--- src/rtl/cpu_control_sequencer.sv ---
// cpu_control_sequencer
//   Fetch/decode/execute control FSM for the 4-bit CPU. It latches the ROM
//   instruction word into an internal IR during FETCH. During the single EXEC
//   cycle it pulses the load enables of the A, B and OUT registers. It also
//   selects the ALU operation and the data-bus source, keeps the C/Z flags, and
//   steps or branches the program counter.
//
//   Ports
//     clk        system clock, rising edge
//     reset      asynchronous, active-low; clears FSM, IR, flags and PC
//     run        1 = leave FETCH and execute, 0 = park in FETCH
//     instr      ROM data word: [7:4] opcode, [3:0] immediate
//     alu_carry  ALU carry/borrow, sampled at the end of EXEC
//     alu_zero   ALU zero result, sampled at the end of EXEC
//     pc         program counter (ROM address)
//     imm        IR immediate field, driven onto the bus when src_sel=IMM
//     a_en, b_en, out_en  register load enables (1-cycle pulses in EXEC)
//     alu_op     00 ADD, 01 SUB, 10 AND, 11 OR
//     src_sel    bus source: 00 IMM, 01 ALU, 10 A, 11 B
//     c_flag, z_flag      registered carry / zero flags
//     halted     1 while in HALT
//     state      debug view of the FSM: 00 START, 01 FETCH, 10 EXEC, 11 HALT
module cpu_control_sequencer #(
  parameter int                 PC_W     = 4,
  parameter logic [PC_W-1:0]    START_PC = '0
) (
  input  logic            clk,
  input  logic            reset,
  input  logic            run,
  input  logic [7:0]      instr,
  input  logic            alu_carry,
  input  logic            alu_zero,
  output logic [PC_W-1:0] pc,
  output logic [3:0]      imm,
  output logic            a_en,
  output logic            b_en,
  output logic            out_en,
  output logic [1:0]      alu_op,
  output logic [1:0]      src_sel,
  output logic            c_flag,
  output logic            z_flag,
  output logic            halted,
  output logic [1:0]      state
);

  typedef enum logic [1:0] {
    S_START = 2'b00,
    S_FETCH = 2'b01,
    S_EXEC  = 2'b10,
    S_HALT  = 2'b11
  } state_t;

  localparam logic [3:0] OP_LDA = 4'h1, OP_LDB = 4'h2, OP_ADD = 4'h3,
                         OP_SUB = 4'h4, OP_AND = 4'h5, OP_OR  = 4'h6,
                         OP_OUT = 4'h7, OP_MOV = 4'h8, OP_JMP = 4'h9,
                         OP_JC  = 4'hA, OP_JZ  = 4'hB, OP_HLT = 4'hF;

  localparam logic [1:0] SRC_IMM = 2'b00, SRC_ALU = 2'b01, SRC_A = 2'b10;

  state_t          st, st_nxt;
  logic [7:0]      ir, ir_nxt;
  logic [PC_W-1:0] pc_r, pc_nxt;
  logic            c_r, c_nxt, z_r, z_nxt;
  logic [3:0]      opc;

  assign opc    = ir[7:4];
  assign imm    = ir[3:0];
  assign pc     = pc_r;
  assign c_flag = c_r;
  assign z_flag = z_r;
  assign state  = st;
  assign halted = (st == S_HALT);

  always_ff @(posedge clk or negedge reset) begin
    if (!reset) begin
      st   <= S_START;
      ir   <= 8'h00;
      pc_r <= START_PC;
      c_r  <= 1'b0;
      z_r  <= 1'b0;
    end else begin
      st   <= st_nxt;
      ir   <= ir_nxt;
      pc_r <= pc_nxt;
      c_r  <= c_nxt;
      z_r  <= z_nxt;
    end
  end

  // Outputs depend only on registered state/IR/flags, so the ROM word
  // arriving on instr can never disturb the enables.
  always_comb begin
    st_nxt  = st;
    ir_nxt  = ir;
    pc_nxt  = pc_r;
    c_nxt   = c_r;
    z_nxt   = z_r;
    a_en    = 1'b0;
    b_en    = 1'b0;
    out_en  = 1'b0;
    alu_op  = 2'b00;
    src_sel = SRC_IMM;

    unique case (st)
      S_START: begin
        pc_nxt = START_PC;
        st_nxt = S_FETCH;
      end
      S_FETCH: begin
        if (run) begin
          ir_nxt = instr;
          pc_nxt = pc_r + PC_W'(1);
          st_nxt = S_EXEC;
        end
      end
      S_EXEC: begin
        st_nxt = S_FETCH;
        case (opc)
          OP_LDA: a_en = 1'b1;
          OP_LDB: b_en = 1'b1;
          OP_ADD, OP_SUB, OP_AND, OP_OR: begin
            src_sel = SRC_ALU;
            alu_op  = opc[1:0] + 2'b01;  // 3,4,5,6 -> 00,01,10,11
            a_en    = 1'b1;
            z_nxt   = alu_zero;
            // Logical ops have no meaningful carry.
            c_nxt   = (opc == OP_ADD || opc == OP_SUB) ? alu_carry : 1'b0;
          end
          OP_OUT: begin
            src_sel = SRC_A;
            out_en  = 1'b1;
          end
          OP_MOV: begin
            src_sel = SRC_A;
            b_en    = 1'b1;
          end
          // Branches overwrite the increment made during FETCH and test the
          // flags as they stood before this cycle.
          OP_JMP: pc_nxt = PC_W'(ir[3:0]);
          OP_JC:  if (c_r) pc_nxt = PC_W'(ir[3:0]);
          OP_JZ:  if (z_r) pc_nxt = PC_W'(ir[3:0]);
          OP_HLT: st_nxt = S_HALT;
          default: ;
        endcase
      end
      S_HALT: ;
      default: st_nxt = S_START;
    endcase
  end

endmodule

--- config.mk ---
export PLATFORM = sky130hd
export DESIGN_NAME = cpu_control_sequencer
export DESIGN_NICKNAME = d
export VERILOG_FILES = /design/src/rtl/cpu_control_sequencer.sv
export SDC_FILE = /design/constraint.sdc
export NUM_CORES = 1
export LEC_CHECK = 0
export CAP_MARGIN = 5
export CORE_MARGIN = 2
export CORE_UTILIZATION = 45
export DETAILED_ROUTE_END_ITERATION = 10
export HOLD_SLACK_MARGIN = 0.12
export MAX_ROUTING_LAYER = met4
export PLACE_DENSITY = 0.82
export SYNTH_ARGS = -nofsm -noshare
export SYNTH_HDL_FRONTEND = slang
export SYNTH_SLANG_ARGS = --single-unit
--- constraint.sdc ---
create_clock -name clk -period 2.3 [get_ports clk]
set_input_delay 0.69 -clock clk [delete_from_list [all_inputs] [get_ports clk]]
set_output_delay 0.69 -clock clk [all_outputs]
set_load 0.005 [all_outputs]
==> flow_summary_export.csv, run 1 <==
group,metric,value,unit
status,status,"finished with violations",
synth,ys_seq_elements,16,
finish,final_util,71.0,%
timing,worst_pin_slew,0.382,ns
timing,holdWs,0.548,ns
placed_design,hpwl,1.70,mm
setup_path,crit_chain,"inv_2, ha_4, buf_4, mux2i_1, nor3b_1, buf_2",
floorplanning,die_w,51.9,um
timing,setup_slack,-0.162,ns
worst_hold_path,hold_path.class,"flip-flop to flip-flop",
floorplanning,die_area,2690,sq um
power,power_density,1260,nW/um^2
synth,synthArstFlopShare,100,%
global_routing,first_global_vias,806,
synth,seq_area_frac_synth,38.8,%
cts,numCtsBuffers,3,
timing,rsz0062_at_grt,"yes",
cts,cts_tree,"done",
floorplanning,ios,33,
placed_design,place_congestion,0.819,
setup_path,cpPeakStageDelay,0.44,ns
synth,synth_fp_nets,116,
routing,drt-initial-drc-count,11,
synth,avgSynthCellArea,11.0,sq um
routing,drtPass1Iterations,4,
routing,vias_per_cell,5.14,
timing,finalMaxSlewViolations,0,
routing,routedWlPerCell,15.1,um
global_routing,grt_antenna_before_repair,0,
finish,drive_above_1_share,37.6,%
worst_hold_path,holdPathStages,1,
finish,mostFrequentLayoutCells,"clkdlybuf4s50_1, buf_4, dfrtp_1",
job,cap_viol_max_count,0,
synth,synthFlopType,"dfrtp_1",
routing,antenna_left,0,
setup_path,cp.arrival,1.77,ns
cts,path_clk_slew,0.10,ns
cts,root_buffer,"clkbuf_4",
setup_path,r2r-end,"pc[3]",
setup_path,startpoint,"ir[4]",
power,finalPower,1.96,mW
finish,antennaDiodeCount,0,
synth,synth_area,1030,sq um
setup_path,worstSetupPathType,"flip-flop to output pin",
setup_path,critical_path_cell_count,6,
placed_design,place_inst,158,
synth,yosys_warnings,0,
setup_path,crit_buf_inv,3,
global_routing,grt_pass1_wl,3.75,mm
setup_path,crit_fanout,4,
global_routing,grt_use_total,19.4,%
finish,layout_commonest_cell,"clkdlybuf4s50_1",
synth,synth_top_cell_by_area,"dfrtp_1",
synth,yosys-top-cells-area,"dfrtp_1, ha_1, mux2_1",
timing,hold_viol_final,0,
cts,cts_htree_levels,1,
finish,fin_nets,164,
finish,stdcell_count,169,
synth,synth_top_area_share,38.8,%
global_routing,grt_max_degree,17,
synth,synth.distinct_cells,35,
global_routing,grt.overflow.total,0,
placed_design,port_buffers,32,
routing,drc,0,
floorplanning,die_h,51.9,um
finish,syn2layout_area_growth,50.7,%
setup_path,end_kind,"output pin",
setup_path,worstPathRequired,1.61,ns
timing,relSlewSlack,74.3,%
setup_path,path_delay_family,"flip-flops",
timing,setup_violations,3,
status,violations,"setup timing",
floorplanning,rows,17,
finish,seqCellArea,402,sq um
setup_path,cp-endpoint,"b_en",
floorplanning,coreArea,2190,sq um
placed_design,place_ws,-0.0968,ns
timing,fmax,0.406,GHz
routing,vias,868,
setup_path,r2r_slack,0.23,ns
setup_path,start_kind,"flip-flop",
cts,worstSkewPairLatency,0.29,ns
cts,clockBufferDepth,2,
finish,multi_input_area,633,sq um
timing,skew,0.00126,ns
power,power_leakage,0.720,nW
setup_path,rr_worst_depth,7,
timing,finalCritPeriodShare,107,%
floorplanning,initial_core_util,47.1,%
power,ir_drop,0.000879,V
routing,wl,2.56,mm
synth,synthCells,94,
finish,n_fill_cell,156,
synth,synth_edf_count,0,
timing,period_needed,2.46,ns
cts,cts.sinks,16,
setup_path,r2r-start,"ir[4]",
setup_path,cpMaxStageDelayCell,"dfrtp_1",
-- what timing repair did --
item	4_1_cts	5_1_grt
resized for setup	22	21
hold buffers	0	0
buffers inserted	5	2
pin swaps	5	4
setup endpoints to repair	7	7
gates cloned	0	0
-- how the worst min path moves through the flow --
stage                     startpoint  endpoint  slack (ns)
final                         z_flag    z_flag        0.55
after global routing          z_flag    z_flag        0.55
after CTS                     z_flag    z_flag        0.53
after global placement        z_flag    z_flag        0.50
after detailed placement      z_flag    z_flag        0.51
after floorplan                reset    c_flag        0.39
-- report_power, final --
part	switching, mW	internal [mW]	leakage (nW)
Sequential	0.156	0.411	0.196
Combinational	0.508	0.695	0.503
Clock	0.0951	0.0965	0.0210
Total	0.759	1.20	0.720
-- worst reg2reg max path: cells and delay by family, from the launching register on --
| family | cells | cell delay (ns) |
|---|---|---|
| and+or+nand+nor | 2 | 0.30 |
| AOI/OAI and AO/OA | 1 | 0.43 |
| muxes | 1 | 0.32 |
| DFF | 1 | 0.44 |
| buffers and inverters | 2 | 0.31 |
| adders and majority gates | 1 | 0.17 |
-- synth_stat cells (all sizes together) (2+ instances only) --
cell / count
dfrtp: 16
mux2: 12
ha: 9
inv: 8
buf: 6
nand2: 6
a21oi: 3
and2: 3
mux2i: 3
nand2b: 3
nor2b: 3
nor3: 3
o21ai: 3
nor2: 2
o22ai: 2
-- kinds of logic after synthesis --
group,after synthesis,share of synthesized area [%]
mux,15,17.1
simple gates,25,14.5
xor+xnor,1,0.849
fa+ha+maj,9,10.9
buf+inv,14,7.39
compound gates,14,10.4
flops,16,38.8
-- layer usage --
layer	track usage, %	wire, um
met2	31.2	1260
met1	25.0	1120
met3	2.87	120
met5	-	0
met4	6.58	57
-- metrics by stage --
| stage | cell area [sq um] | setup TNS [ns] |
|---|---|---|
| 2_1_floorplan | 1030 | 0 |
| 3_3_place_gp | 1420 | -0.0573 |
| 3_5_place_dp | 1420 | -0.237 |
| 4_1_cts | 1520 | -0.491 |
| 5_1_grt | 1560 | -0.744 |
| 6_report | 1560 | -0.342 |
-- registers in the layout (all words and copies together) (netlist names) --
| name | count |
|---|---|
| ir | 8 |
| state | 2 |
| z_flag | 1 |
| pc | 4 |
| c_flag | 1 |
-- area by class of cell --
| type | instances | share of cell area (%) |
|---|---|---|
| Tap cell | 28 | 2.25 |
| Timing Repair Buffer | 49 | 27.0 |
| Sequential cell | 16 | 25.8 |
| Inverter | 8 | 1.93 |
| Clock buffer | 4 | 2.33 |
| Multi-Input combinational cell | 64 | 40.7 |
No activity file was read; power rests on OpenSTA's default activity.
==> run 2, diff against run 1 <==
PLACE_DENSITY = 0.85   (was 0.82)
==> flow_summary_export.csv, run 2 (same netlist as run 1, synthesis figures left out) <==
group,metric,value,unit
timing,setup_violations,5,
setup_path,crit_buf_inv,3,
floorplanning,die_h,51.9,um
power,power_leakage,0.763,nW
finish,top_register,"ir",
floorplanning,coreArea,2190,sq um
cts,numCtsBuffers,3,
placed_design,port_buffers,32,
routing,dr_wl_met3,138,um
global_routing,grt.overflow.total,0,
cts,cts.sinks,16,
timing,setup_slack,-0.135,ns
floorplanning,rows,17,
setup_path,crit_chain,"buf_12, ha_2, o21ai_1, a21oi_2, buf_4, and2_4, clkbuf_2",
power,power_density,1270,nW/um^2
routing,drtPass1Iterations,4,
setup_path,startpoint,"ir[4]",
worst_hold_path,holdPathStages,1,
setup_path,r2r_slack,0.21,ns
routing,routedWlPerCell,16.1,um
setup_path,cp.arrival,1.74,ns
power,ir_drop,0.000693,V
worst_hold_path,hold_path.class,"flip-flop to flip-flop",
setup_path,cp-endpoint,"alu_op[0]",
setup_path,worstPathRequired,1.61,ns
cts,cts_htree_levels,1,
finish,drive_above_1_share,38.5,%
setup_path,r2r-start,"ir[4]",
status,violations,"setup timing",
cts,worstSkewPairLatency,0.29,ns
routing,wl,2.75,mm
finish,stdcell_count,171,
finish,mostFrequentLayoutCells,"clkdlybuf4s50_1, buf_4, dfrtp_1",
finish,syn2layout_area_growth,56.1,%
routing,wl_met1,1.12,mm
routing,drc,0,
setup_path,crit_fanout,4,
routing,vias,918,
timing,rsz0062_at_grt,"yes",
timing,finalSetupTns,-0.466,ns
finish,n_fill_cell,150,
routing,vias_per_cell,5.37,
setup_path,critical_path_cell_count,7,
floorplanning,initial_core_util,47.1,%
setup_path,cpPeakStageDelay,0.44,ns
finish,largest_reg_flops,8,
timing,period_needed,2.43,ns
global_routing,grt_antenna_before_repair,0,
floorplanning,die_w,51.9,um
finish,layout_commonest_cell,"clkdlybuf4s50_1",
setup_path,rr_worst_depth,7,
timing,finalMaxSlewViolations,0,
routing,antenna_left,0,
placed_design,hpwl,1.64,mm
global_routing,grt_use_total,20.5,%
setup_path,worstSetupPathType,"flip-flop to output pin",
timing,finalCritPeriodShare,106,%
placed_design,place_congestion,0.827,
finish,antennaDiodeCount,0,
setup_path,end_kind,"output pin",
timing,hold_viol_final,0,
finish,final_util,73.6,%
status,status,"finished with violations",
setup_path,start_kind,"flip-flop",
finish,fin_nets,166,
cts,root_buffer,"clkbuf_4",
timing,relSlewSlack,76.6,%
setup_path,cpMaxStageDelayCell,"dfrtp_2",
global_routing,grt_max_degree,17,
cts,path_clk_slew,0.10,ns
global_routing,grt_pass1_wl,4.04,mm
timing,skew,0.00390,ns
cts,cts_tree,"done",
timing,worst_pin_slew,0.347,ns
setup_path,r2r-end,"pc[0]",
placed_design,place_inst,158,
routing,drt-initial-drc-count,21,
routing,dr_wl_met2,1.46,mm
timing,fmax,0.411,GHz
job,cap_viol_max_count,0,
global_routing,first_global_vias,896,
setup_path,path_delay_family,"flip-flops",
routing,top_layer,"met4",
cts,clockBufferDepth,2,
floorplanning,ios,33,
floorplanning,die_area,2690,sq um
## run 2: cell types whose count changed in the layout (fill, tap and decap cells not counted), moves of 2 or more
cell | previous run | this run
clkbuf_2 | 5 | 2
dfrtp_1 | 15 | 13
dfrtp_2 | 1 | 3
dlygate4sd2_1 | 0 | 3
inv_2 | 3 | 1
inv_4 | 0 | 2
## run 2: what timing repair did
item / 4_1_cts / 5_1_grt
pin swaps: 6 / 6
hold endpoints to repair: 0 / 0
gates cloned: 0 / 0
resized for setup: 19 / 25
endpoints found under the setup margin: 7 / 8
hold buffers: 0 / 0
buffers inserted: 5 / 5
## run 2: through the flow
step | hold WS (ns) | cell area [sq um] | worst slack, ns | total power, mW
5_1_grt | 0.561 | 1610 | -0.194 | 2.19
4_1_cts | 0.537 | 1520 | -0.153 | 1.82
3_3_place_gp | 0.509 | 1420 | -0.0287 | 1.49
3_5_place_dp | 0.515 | 1420 | -0.0939 | 1.54
6_report | 0.538 | 1610 | -0.135 | 2.05
2_1_floorplan | 0.394 | 1030 | 0.138 | 1.15
## run 2: routing by layer
metal | up-vias | GRT usage (%)
li1 | 422 | -
met1 | 447 | 25.3
met2 | 45 | 34.4
met3 | 4 | 3.16
met4 | 0 | 6.58
met5 | - | -
## run 2: final cells by class
cell class,instances,area (sq um),area share [%]
Sequential cell,16,404,25.1
Tap cell,28,35.0,2.17
Inverter,8,35.0,2.17
Multi-Input combinational cell,64,637,39.5
Clock buffer,4,36.3,2.25
Timing Repair Buffer,51,464,28.8
## run 2: worst min path at each step
stage	from	end
floorplan	reset	c_flag
global placement	z_flag	z_flag
detailed placement	z_flag	z_flag
CTS	z_flag	z_flag
global route	z_flag	z_flag
finish	z_flag	z_flag
## run 2: power by group
group / switching [mW] / internal, mW
Combinational: 0.532 / 0.744
Clock: 0.0996 / 0.0965
Sequential: 0.165 / 0.415
==> run 3, diff against run 2 <==
HOLD_SLACK_MARGIN = 0.02   (was 0.12)
==> results of run 3 <==
Same layout as run 2: the final DEF is identical, and so are final timing and power.
